<file path="config.mk">
export PLATFORM = sky130hd
export DESIGN_NAME = mipi_rffe_slave
export DESIGN_NICKNAME = d
export VERILOG_FILES = /design/src/rtl/mipi_rffe_slave_pkg.sv /design/src/rtl/mipi_rffe_slave_edge_sync.sv /design/src/rtl/mipi_rffe_slave.sv
export SDC_FILE = /design/constraint.sdc
export NUM_CORES = 1
export LEC_CHECK = 0
export ABC_AREA = 1
export BUFFER_PORTS_ARGS = -buffer_cell sky130_fd_sc_hd__buf_2
export CAP_MARGIN = 0
export CORE_UTILIZATION = 57
export DETAILED_ROUTE_END_ITERATION = 10
export GPL_TIMING_DRIVEN = 1
export PLACE_DENSITY = 0.87
export SLEW_MARGIN = 10
export SYNTH_ARGS = -nofsm -noshare
export SYNTH_HDL_FRONTEND = slang
export SYNTH_SLANG_ARGS = --single-unit
</file>
<file path="constraint.sdc">
create_clock -name clk -period 2.66 [get_ports clk]
set_input_delay 0.532 -clock clk [delete_from_list [all_inputs] [get_ports clk]]
set_output_delay 0.532 -clock clk [all_outputs]
set_load 0.01 [all_outputs]
</file>
<file path="src/rtl/mipi_rffe_slave_pkg.sv">
// RFFE slave shared definitions: field widths,
// command codes and FSM state encoding.
package mipi_rffe_slave_pkg;

  localparam int SA_W     = 4;
  localparam int C_W      = 8;
  localparam int ADDR_W   = 5;
  localparam int DATA_W   = 8;
  localparam int CMD_BITS = SA_W + C_W + 1;
  localparam int DAT_BITS = DATA_W + 1;

  localparam logic [2:0] CMD_RW = 3'b010;
  localparam logic [2:0] CMD_RR = 3'b011;

  typedef enum logic [2:0] {
    ST_IDLE,
    ST_CMD,
    ST_WDATA,
    ST_RPARK,
    ST_RDATA,
    ST_PARK
  } state_t;

  function automatic logic odd_par(
    input logic [DATA_W-1:0] d
  );
    return ~^d;
  endfunction

endpackage

</file>
<file path="src/rtl/mipi_rffe_slave_edge_sync.sv">
// Two-flop synchronizer for an async pin plus
// single-cycle rise/fall strobes on the synced level.
module rffe_edge_sync (
  input  logic clk,
  input  logic rst,
  input  logic d,
  output logic q,
  output logic rise,
  output logic fall
);

  logic s1, s2, s3;

  // sync chain; s3 holds the previous synced level
  always_ff @(posedge clk) begin
    if (rst) begin
      s1 <= 1'b0;
      s2 <= 1'b0;
      s3 <= 1'b0;
    end else begin
      s1 <= d;
      s2 <= s1;
      s3 <= s2;
    end
  end

  assign q    = s2;
  assign rise = s2 & ~s3;
  assign fall = ~s2 & s3;

endmodule

</file>
<file path="src/rtl/mipi_rffe_slave.sv">
// RFFE slave: command decode, register write/read,
// register-0 write, 32x8 register file.
module mipi_rffe_slave
  import mipi_rffe_slave_pkg::*;
#(
  parameter logic [SA_W-1:0] USID = 4'h0,
  parameter int              NREG = 32
) (
  input  logic              clk,
  input  logic              rst,
  input  logic              sclk_in,
  input  logic              sdata_in,
  output logic              sdata_out,
  output logic              sdata_oe,
  output logic              wr_vd,
  output logic [ADDR_W-1:0] wr_addr,
  output logic [DATA_W-1:0] wr_data,
  output logic              err
);

  logic sclk_q, sclk_rise, sclk_fall;
  logic sdat_q, sdat_rise, sdat_fall;

  rffe_edge_sync u_sclk (
    .clk  (clk),
    .rst  (rst),
    .d    (sclk_in),
    .q    (sclk_q),
    .rise (sclk_rise),
    .fall (sclk_fall)
  );

  rffe_edge_sync u_sdat (
    .clk  (clk),
    .rst  (rst),
    .d    (sdata_in),
    .q    (sdat_q),
    .rise (sdat_rise),
    .fall (sdat_fall)
  );

  state_t              state;
  logic [3:0]          cnt;
  logic [11:0]         sh;
  logic [ADDR_W-1:0]   addr;
  logic [DAT_BITS-1:0] rd_sh;
  logic [DATA_W-1:0]   regs [NREG];
  logic                arm;
  logic                ssc;

  logic [CMD_BITS-1:0] cmd_w;
  logic [DAT_BITS-1:0] dat_w;

  assign cmd_w = {sh, sdat_q};
  assign dat_w = {sh[7:0], sdat_q};
  assign ssc   = arm & sdat_fall & ~sclk_q;

  // SSC arm: SDATA rose while SCLK low
  always_ff @(posedge clk) begin
    if (rst)
      arm <= 1'b0;
    else if (sclk_q || ssc)
      arm <= 1'b0;
    else if (sdat_rise)
      arm <= 1'b1;
  end

  // frame FSM, register file and outputs
  always_ff @(posedge clk) begin
    if (rst) begin
      state     <= ST_IDLE;
      cnt       <= '0;
      sh        <= '0;
      addr      <= '0;
      rd_sh     <= '0;
      sdata_oe  <= 1'b0;
      sdata_out <= 1'b0;
      wr_vd     <= 1'b0;
      wr_addr   <= '0;
      wr_data   <= '0;
      err       <= 1'b0;
      for (int i = 0; i < NREG; i++)
        regs[i] <= '0;
    end else begin
      wr_vd <= 1'b0;
      err   <= 1'b0;
      if (ssc) begin
        state     <= ST_CMD;
        cnt       <= '0;
        sdata_oe  <= 1'b0;
        sdata_out <= 1'b0;
      end else begin
        unique case (state)
          ST_IDLE: ;
          ST_CMD: if (sclk_fall) begin
            sh  <= cmd_w[11:0];
            cnt <= cnt + 4'd1;
            if (cnt == 4'(CMD_BITS - 1)) begin
              cnt <= '0;
              if (cmd_w[12:9] != USID)
                state <= ST_IDLE;
              else if (!(^cmd_w)) begin
                err   <= 1'b1;
                state <= ST_IDLE;
              end else if (cmd_w[8]) begin
                regs[0] <= {1'b0, cmd_w[7:1]};
                wr_vd   <= 1'b1;
                wr_addr <= '0;
                wr_data <= {1'b0, cmd_w[7:1]};
                state   <= ST_PARK;
              end else if (cmd_w[8:6] == CMD_RW) begin
                addr  <= cmd_w[5:1];
                state <= ST_WDATA;
              end else if (cmd_w[8:6] == CMD_RR) begin
                addr  <= cmd_w[5:1];
                state <= ST_RPARK;
              end else
                state <= ST_PARK;
            end
          end
          ST_WDATA: if (sclk_fall) begin
            sh  <= cmd_w[11:0];
            cnt <= cnt + 4'd1;
            if (cnt == 4'(DAT_BITS - 1)) begin
              cnt <= '0;
              if (^dat_w) begin
                regs[addr] <= dat_w[8:1];
                wr_vd      <= 1'b1;
                wr_addr    <= addr;
                wr_data    <= dat_w[8:1];
                state      <= ST_PARK;
              end else begin
                err   <= 1'b1;
                state <= ST_IDLE;
              end
            end
          end
          ST_RPARK: if (sclk_fall) begin
            cnt   <= '0;
            rd_sh <= {regs[addr], odd_par(regs[addr])};
            state <= ST_RDATA;
          end
          ST_RDATA: begin
            if (sclk_rise && cnt < 4'(DAT_BITS)) begin
              sdata_oe  <= 1'b1;
              sdata_out <= rd_sh[DAT_BITS-1];
              rd_sh     <= {rd_sh[DAT_BITS-2:0], 1'b0};
              cnt       <= cnt + 4'd1;
            end else if (sclk_fall && cnt == 4'(DAT_BITS)) begin
              cnt   <= '0;
              state <= ST_PARK;
            end
          end
          ST_PARK: begin
            if (!sdata_oe)
              state <= ST_IDLE;
            else if (sclk_rise) begin
              sdata_out <= 1'b0;
              cnt       <= 4'd1;
            end else if (sclk_fall && cnt == 4'd1) begin
              sdata_oe <= 1'b0;
              cnt      <= '0;
              state    <= ST_IDLE;
            end
          end
          default: state <= ST_IDLE;
        endcase
      end
    end
  end

endmodule

</file>
==> key figures <==
Floorplanning
  • Vertical die dimension: 164 um
  • Die Area: 0.0270 mm2
  • IO Pins: 21
  • Std-Cell Core Area: 0.0260 mm2
  • Row cnt: 59
  • Die extent in x: 164 um
  • Initial standard-cell utilization of the core: 0.579

Synth
  • Area share of the largest cell type after synthesis: 0.511
  • Share of async-settable or async-resettable flops after synthesis: 0
  • Per-instance average area after synthesis: 8.96 um2
  • Syn Std Cell Area: 0.0150 mm2
  • Post-Synthesis Net Count: 1,689
  • Number of warnings reported in the yosys synthesis log: 0
  • Number of synthesized register bits: 318
  • Top-count cell post-synth: sky130_fd_sc_hd__nand2_1
  • Cell count after synthesis: 1,679
  • Primary flip-flop cell chosen by synthesis mapping: sky130_fd_sc_hd__edfxtp_1
  • Commonest cells in the netlist: sky130_fd_sc_hd__nand2_1 (470), sky130_fd_sc_hd__nor2_1 (305), sky130_fd_sc_hd__edfxtp_1 (256)
  • Number of enable flip-flop cells after synthesis: 256
  • Largest cells by area after synthesis: sky130_fd_sc_hd__edfxtp_1 (51%), sky130_fd_sc_hd__nand2_1 (12%), sky130_fd_sc_hd__dfxtp_1 (8.3%)
  • Number of distinct library cell variants in the gate-level netlist after synthesis: 40
  • Sequential element share of the synthesized area: 0.594
  • Leading area contributor after synthesis: sky130_fd_sc_hd__edfxtp_1

Min path
  • Worst hold path class: in -> reg
  • Instance count along the most critical hold path: 3

Finish
  • Design Area, Final: 0.0173 mm2
  • Final Non-Filler Cells: 2,079
  • Fill cell instance count of the final layout: 1,916
  • Final nets: 1,730
  • Diodes inserted: 0
  • Layout area overhead: 15.0%
  • Layout cell share with drive strength beyond 1: 0.139

Power and ir drop
  • Worst IR drop on VDD: 0.000722 V
  • Net switching power: 0.00226 W
  • Combinational Power Share: 0.041
  • Power density over cell area: 599 mW/mm2
  • Clock power share: 0.416
  • Net Sw Frac: 0.219
  • Internal Power: 0.00809 W
  • Overall power after layout: 0.0104 W
  • Static Leakage: 6.47 nW
  • Seq pwr share: 0.543

Route
  • Top layer used by detailed routing: met4
  • Antenna violation net count after detailed routing: 0
  • Wire length the detailed router placed on met1: 14.2 mm
  • Wire length on met2: 18.3 mm
  • First-pass iteration count of the detailed router: 6
  • Drc violations: 0
  • Detailed Route Iter0 Violations: 1,716
  • Wirelength per Cell: 18.7 um
  • Aggregate routed wire length: 38.8 mm
  • Routed via count divided by cell count: 5.84
  • DR WL met3: 4.29 mm
  • Via count: 12.1k

Critical path
  • Largest fanout on the critical path: 10
  • R2r worst-path depth: 11
  • Data arrival time of the critical path: 2810 ps
  • Nature of the critical path endpoint: flop
  • Kind of launch point of the worst setup path: flop
  • Critical Setup Path Class: reg -> reg
  • Req. time, crit path: 2890 ps

Placed design
  • Worst slack at placement: 49.0 ps
  • Area of placed instances: 0.0160 mm2
  • PortBufs: 20
  • Last weighted congestion value of the routability-driven placer: 0.941
  • DP Wirelength: 25.2 mm
  • Post-Place Cells: 2,010

Timing
  • Slew of the pin with the lowest slew margin: 775 ps
  • # setup viols final: 0
  • Worst clock skew on the final layout: 15.9 ps
  • Fraction of the cycle the final worst path needs: 0.969
  • Final worst setup slack: 83.5 ps
  • Achievable clock frequency: 388 MHz
  • Min Clock Period, post-route: 2580 ps
  • Worst Hold Slack: 224 ps
  • Rel. slew slack: 0.479
  • Fin. max-slew vios: 0
  • Number of hold violations in the final report: 0

Clock tree
  • Cell chosen for the clock root: sky130_fd_sc_hd__clkbuf_16
  • Clock transition at path regs: 60 ps
  • Clock tree from TritonCTS: yes
  • Htree depth: 2
  • Max Root-Sink Buffers: 3
  • Num CTS Buffers: 34
  • CTS Hold Bufs: 0
  • Clock sinks: 318
  • Later-pin clock latency in the skew report: 530 ps

Run status
  • Outcome: finished clean

GRT
  • Pin count of the biggest net entering global routing: 81
  • Wire length of the first global-routing pass: 60.0 mm
  • Antenna violations before repair: 0
  • Total Routing Usage GR: 0.292
  • Number of global-route vias before repair: 11.5k
  • Total congestion overflow: 0

Run
  • MaxCap Viol Count: 0
-- logic make-up after synthesis --
| logic type | after synthesis | synth area share |
|---|---|---|
| AND/OR/NAND/NOR | 1070 | 0.312 |
| flip-flops | 318 | 0.594 |
| XOR/XNOR | 12 | 0.00799 |
| AO/OA/AOI/OAI | 93 | 0.0342 |
| buffers and inverters | 180 | 0.0475 |
| adder cells (fa/ha/maj) | 6 | 0.00499 |
-- layout make-up --
class                           instances  area, um2  share of cell area
Clock buffer                           47        910              0.0526
Clock inverter                         13       82.6             0.00478
Inverter                               84        319              0.0185
Multi-Input combinational cell       1181       5780               0.334
Sequential cell                       318       8940               0.517
Tap cell                              335        419              0.0242
Timing Repair Buffer                  101        848              0.0491
-- cell usage in the layout, fill, tap and decap left out, drive strengths merged, types with 8 or more instances in the layout --
master / count
clkinv: 14
nand4: 12
nand3: 247
nand2: 470
clkbuf: 47
inv: 83
edfxtp: 256
nor3: 19
o21ai: 40
buf: 101
a21oi: 36
a211oi: 8
dfxtp: 62
nor2: 318
-- power groups by stage --
stage	logic, W	registers (W)	clock network [W]
after global placement	0.000381	0.00571	0
after global routing	0.000478	0.00563	0.00450
after floorplan	0.000291	0.00569	0
final	0.000429	0.00562	0.00431
after CTS	0.000403	0.00562	0.00430
after detailed placement	0.000399	0.00572	0
-- state kept, by name, summed over array words and instances, names as in the netlist, named ones only --
name	count
u_sdat.s3	1
sh	12
wr_addr	5
err	1
regs	256
sdata_out	1
addr	5
wr_vd	1
u_sdat.q	1
wr_data	8
rd_sh	9
arm	1
u_sdat.s1	1
u_sclk.q	1
sdata_oe	1
u_sclk.s1	1
cnt	4
u_sclk.s3	1
state	3
-- through the flow --
step | util | setup TNS (ps)
finish | 0.665 | 0
detailed placement | 0.617 | 0
floorplan | - | 0
CTS | 0.655 | 0
global placement | 0.617 | 0
global route | 0.665 | -2340
-- repair_timing --
| item | 4_1_cts | 5_1_grt |
|---|---|---|
| resized for setup | 0 | 33 |
| setup buffers | 0 | 9 |
| hold endpoints to repair | 0 | 0 |
| setup endpoints to repair | 0 | 260 |
-- final timing paths --
path                        startpoint                        end  slack (ps)
setup / recovery    sh[5]$_SDFFE_PP0P_  regs[22][0]$_SDFFCE_PN0P_          80
hold / removal                sdata_in       u_sdat.s1$_SDFF_PP0_         220
setup reg to reg    sh[5]$_SDFFE_PP0P_  regs[22][0]$_SDFFCE_PN0P_          80
hold reg to reg   u_sdat.s1$_SDFF_PP0_        u_sdat.q$_SDFF_PP0_         410
-- critical path: stages, from the launching register on --
cell	delay, ps
sky130_fd_sc_hd__dfxtp_2	330
sky130_fd_sc_hd__clkinv_2	70
sky130_fd_sc_hd__ha_4	250
sky130_fd_sc_hd__xor2_2	180
sky130_fd_sc_hd__xnor2_2	300
sky130_fd_sc_hd__xor2_2	190
sky130_fd_sc_hd__nand4_2	150
sky130_fd_sc_hd__inv_2	130
sky130_fd_sc_hd__buf_12	190
sky130_fd_sc_hd__buf_12	180
sky130_fd_sc_hd__nand3_4	160
sky130_fd_sc_hd__nand2_8	140
-- routing by layer --
metal | vias up | track usage
met1 | 5613 | 0.379
met2 | 714 | 0.477
li1 | 5666 | -
met4 | 0 | 0.148
met3 | 151 | 0.0492
met5 | - | 0
No activity file was read; power rests on OpenSTA's default activity.
